===== src/rtl/writeback_register_file_pkg.sv =====
// writeback_register_file_pkg: shared widths, register-zero index and result-select encoding
package writeback_register_file_pkg;
  localparam int DATA_WIDTH_DEF = 32;
  localparam int ADDR_WIDTH_DEF = 5;
  localparam int CNT_WIDTH_DEF = 32;
  localparam int REG_ZERO = 0;
  typedef enum logic {
    RES_ALU = 1'b0,
    RES_MEM = 1'b1
  } result_sel_e;
endpackage


===== src/rtl/writeback_register_file_regfile_core.sv =====
// regfile_core: 2-read/1-write register array, register 0 reads zero; write-through bypass when REGFILE_BYPASS_EN is defined
module regfile_core
  import writeback_register_file_pkg::*;
#(
  parameter int DATA_WIDTH = DATA_WIDTH_DEF,
  parameter int ADDR_WIDTH = ADDR_WIDTH_DEF
) (
  input  logic                  CLK,
  input  logic                  RST,
  input  logic                  we,
  input  logic [ADDR_WIDTH-1:0] wa,
  input  logic [DATA_WIDTH-1:0] wd,
  input  logic [ADDR_WIDTH-1:0] a1,
  input  logic [ADDR_WIDTH-1:0] a2,
  output logic [DATA_WIDTH-1:0] rd1,
  output logic [DATA_WIDTH-1:0] rd2
);
  localparam logic [ADDR_WIDTH-1:0] ZERO = ADDR_WIDTH'(REG_ZERO);
  logic [DATA_WIDTH-1:0] mem [2**ADDR_WIDTH];
  // storage: async clear, one write per edge; the caller never enables writes to register 0
  always_ff @(posedge CLK or negedge RST)
    if (!RST)
      for (int i = 0; i < 2**ADDR_WIDTH; i++) mem[i] <= '0;
    else if (we)
      mem[wa] <= wd;
  // read ports: register 0 forced to zero, optional same-cycle bypass of the pending write
  always_comb begin
`ifdef REGFILE_BYPASS_EN
    rd1 = (a1 == ZERO) ? '0 : (we && a1 == wa) ? wd : mem[a1];
    rd2 = (a2 == ZERO) ? '0 : (we && a2 == wa) ? wd : mem[a2];
`else
    rd1 = (a1 == ZERO) ? '0 : mem[a1];
    rd2 = (a2 == ZERO) ? '0 : mem[a2];
`endif
  end
endmodule


===== src/rtl/writeback_register_file.sv =====
// writeback_register_file: writeback result mux, commit logic, commit counter and register file (option: REGFILE_BYPASS_EN)
module writeback_register_file
  import writeback_register_file_pkg::*;
#(
  parameter int DATA_WIDTH = DATA_WIDTH_DEF,
  parameter int ADDR_WIDTH = ADDR_WIDTH_DEF,
  parameter int CNT_WIDTH = CNT_WIDTH_DEF
) (
  input  logic                  CLK,
  input  logic                  RST,
  input  logic                  RegWriteW,
  input  logic                  MemtoRegW,
  input  logic [DATA_WIDTH-1:0] ReadDataW,
  input  logic [DATA_WIDTH-1:0] ALUOutW,
  input  logic [ADDR_WIDTH-1:0] WriteRegW,
  input  logic [ADDR_WIDTH-1:0] A1,
  input  logic [ADDR_WIDTH-1:0] A2,
  output logic [DATA_WIDTH-1:0] RD1,
  output logic [DATA_WIDTH-1:0] RD2,
  output logic [DATA_WIDTH-1:0] ResultW,
  output logic [CNT_WIDTH-1:0]  WbCount
);
  logic commit;
  // result select and commit qualification; writes to register 0 are dropped here
  always_comb begin
    ResultW = (result_sel_e'(MemtoRegW) == RES_MEM) ? ReadDataW : ALUOutW;
    commit = RegWriteW && (WriteRegW != ADDR_WIDTH'(REG_ZERO));
  end
  // committed-write counter, wraps naturally
  always_ff @(posedge CLK or negedge RST)
    if (!RST)
      WbCount <= '0;
    else if (commit)
      WbCount <= WbCount + CNT_WIDTH'(1);
  regfile_core #(
    .DATA_WIDTH(DATA_WIDTH),
    .ADDR_WIDTH(ADDR_WIDTH)
  ) u_core (
    .CLK(CLK),
    .RST(RST),
    .we(commit),
    .wa(WriteRegW),
    .wd(ResultW),
    .a1(A1),
    .a2(A2),
    .rd1(RD1),
    .rd2(RD2)
  );
endmodule


===== config.mk =====
export PLATFORM = sky130hd
export DESIGN_NAME = writeback_register_file
export DESIGN_NICKNAME = d
export VERILOG_FILES = /design/src/rtl/writeback_register_file_pkg.sv /design/src/rtl/writeback_register_file_regfile_core.sv /design/src/rtl/writeback_register_file.sv
export SDC_FILE = /design/constraint.sdc
export NUM_CORES = 2
export LEC_CHECK = 0
export BUFFER_PORTS_ARGS = -buffer_cell sky130_fd_sc_hd__buf_2
export CAP_MARGIN = 20
export CORE_ASPECT_RATIO = 0.7
export CORE_MARGIN = 2
export CORE_UTILIZATION = 45
export DETAILED_ROUTE_END_ITERATION = 16
export MAX_ROUTING_LAYER = met4
export PLACE_DENSITY = 0.65
export REMOVE_ABC_BUFFERS = 1
export SYNTH_ARGS = -nofsm -noshare
export SYNTH_HDL_FRONTEND = slang
export SYNTH_SLANG_ARGS = --single-unit

===== constraint.sdc =====
create_clock -name CLK -period 4.7 [get_ports CLK]
set_input_delay 0.94 -clock CLK [delete_from_list [all_inputs] [get_ports CLK]]
set_output_delay 0.94 -clock CLK [all_outputs]
set_load 0.02 [all_outputs]

==> results.cfg <==
[run_status]
outcome = completed

[global_routing]
antenna_found_initial = 3
grt_pass1_vias = 40600
grt_pass1_wl_um = 275000
overflow = 0
grt.total_usage = 0.306
grt_max_degree = 148

[critical_path]
cp.required_ns = 3.76
crit_type = input port to output port
arrival_ns = 3.56
cp_num_buf_inv = 3
crit_chain = buf_8 -> buf_12 -> mux4_2 -> mux2i_1 -> o211a_1 -> a2111oi_0 -> buf_2
cp_slowest_stage_delay_ns = 0.90
end_kind = output port
worst_path_max_delay_cell = a2111oi_0
reg2reg_slack_ns = 2.73
crit_fanout = 38
critPathLaunchType = input port
cp_top_family = compound AO/OA/AOI/OAI gates

[clock_tree]
clkSlewWorstSetupHoldPaths_ns = 0.06
cts_resized = 0
cts_tree = done
clk_latency_ns = 0.74
clock_path_buffers = 3
cts_hold_buf = 0
cts.sinks = 1052
htree_levels = 3
cts_made_buffers = 103
root_buffer = clkbuf_16
postCtsSetupBuffers = 0

[die]
start_util = 0.452
rows = 107
ios = 211
die_w_um = 421
die_y_um = 296
dieArea_um2 = 125000
coreArea_um2 = 121000

[placed_design]
hpwlAfterDp_um = 111000
dp.cells = 6549
gp_congestion = 0.876
port_buffers = 210

[sta]
timing.final.crit_period_ns = 4.50
setup_violations = 0
worst_pin_slew_ns = 1.11
hold_violations = 0
tns_ns = 0
slew_violations = 0
fin_skew_ns = 0.0261
grt_setup_unrepaired = false
fmax_mhz = 222
period_share = 0.957
slew_headroom = 0.259

[final_layout]
final_core_util = 0.507
nNetsFinal = 5105
fill_cells = 10700
final_cells = 6750
syn_to_final_growth_pct = 12.1
drive_gt1_frac = 0.222

[synthesis]
yosysWarnings = 0
yosys_most_used_dff = dfrtp_1
async_flop_share = 1.00
syn-cell-area_um2 = 54800
synthCells = 5031
ys_seq_elements = 1052
syn_avg_cell_area_um2 = 10.9
ys_types = 54
seq_area_frac_synth = 0.481
synth-edff-count = 0

[power]
p_leak_nw = 26.9
power_mw = 27.1
power_density_nw_per_um2 = 441
vdd_drop_max_mv = 0.338

[job]
maxCapViolCount = 0

[routing]
via_count = 42400
detail_route.wl_per_cell_um = 27.5
drc = 0
drtAntennaViolNets = 0
drt_iter0_markers = 5338
first_pass_iters = 8
drt-total-wl_um = 186000
viasPerCell = 6.29

[hold_path]
hold_class = input port to async pin
[layer usage]
metal  global-route usage  part of all wire  vias up
met5                    -                 0        -
li1                     -                 -    18200
met1                0.434              0.42    21600
met3               0.0688              0.10      381
met4               0.0976             0.033        0
met2                0.439              0.44     2257
[power breakdown]
group          internal (mW)  total, mW  switching [mW]
Clock                   4.89       8.72            3.83
Combinational           2.88       5.94            3.05
Sequential              10.9       12.4            1.49
Total                   18.7       27.1            8.37
[logic make-up (layout without fill, tap and decap cells)]
group	Yosys count	after routing	synth area share
buf+inv	581	660	0.0520
other cells	0	5	0
compound gates	1395	1395	0.149
xor+xnor	31	31	0.00496
fa+ha+maj	1	1	0.000228
flops	1052	1052	0.481
mux	745	745	0.223
simple gates	1226	1226	0.0897
[final timing paths]
kind	to	startpoint	cells past startpoint
max	RD1[13]	A1[1]	7
min	u_core.mem[1012]	RST	1
max reg2reg	WbCount[31]	WbCount[3]	4
min reg2reg	u_core.mem[999]	u_core.mem[999]	0
max in group asynchronous	u_core.mem[826]	RST	2
min in group CLK	u_core.mem[999]	u_core.mem[999]	0
[layout by cell type, fill, tap and decap left out, types with 16 or more instances in the layout]
cell,n
nor2_4,16
buf_4,170
clkbuf_16,105
o21ai_1,17
buf_12,44
clkbuf_1,17
xor2_1,22
o311a_1,34
a211oi_1,34
a2111oi_2,26
a21oi_1,424
nand2_1,649
a22oi_1,144
nor2_1,427
o21ai_0,636
mux2_2,58
buf_2,203
inv_1,40
clkbuf_8,27
mux2i_1,281
mux2i_2,23
nor2b_1,39
dfrtp_1,1052
clkinv_2,27
mux4_2,371
[flip-flops by register name, summed over array words and instances (netlist names)]
name and flops:
u_core.mem 1020, WbCount 32
[layout make-up]
| cell class | instances | area (µm²) | area share |
|---|---|---|---|
| antenna | 5 | 12.5 | 0.000204 |
| clock buffer | 146 | 3020 | 0.0492 |
| clock inverter | 48 | 497 | 0.00809 |
| inverter | 41 | 155 | 0.00253 |
| multi-input combinational | 3398 | 26100 | 0.424 |
| sequential | 1052 | 26300 | 0.429 |
| tap | 1635 | 2050 | 0.0333 |
| timing repair buffer | 425 | 3300 | 0.0538 |
[per-stage QoR]
| stage | cell area [µm²] | hold WS [ns] | setup WS, ns |
|---|---|---|---|
| global placement | 57900 | 0.360 | 0.314 |
| global route | 61400 | 0.180 | 0.221 |
| floorplan | 52100 | 0.349 | 0.0379 |
| CTS | 61400 | 0.148 | 0.311 |
| detailed placement | 57900 | 0.363 | 0.317 |
| finish | 61400 | 0.166 | 0.203 |
[synthesized netlist by cell type (12+ instances only)]
| cell type | count | area [µm²] |
|---|---|---|
| mux4_2 | 371 | 8360 |
| nand2_1 | 657 | 2470 |
| nor2b_1 | 45 | 282 |
| nor3_1 | 13 | 65.1 |
| nor2_1 | 445 | 1670 |
| mux2i_1 | 313 | 3130 |
| buf_4 | 42 | 315 |
| mux2_2 | 58 | 653 |
| xor2_1 | 22 | 193 |
| a22oi_1 | 144 | 1080 |
| a2111oi_2 | 26 | 390 |
| o21ai_1 | 17 | 85.1 |
| buf_2 | 72 | 360 |
| o211a_1 | 15 | 150 |
| buf_6 | 19 | 214 |
| a21oi_1 | 424 | 2120 |
| a22o_1 | 12 | 105 |
| o311a_1 | 34 | 340 |
| a31oi_1 | 12 | 75.1 |
| inv_1 | 40 | 150 |
| o21ai_0 | 636 | 3180 |
| a221oi_1 | 12 | 105 |
| a211oi_1 | 34 | 255 |
| clkbuf_1 | 378 | 1420 |
| dfrtp_1 | 1052 | 26300 |
(Power assumes the default switching activity.)
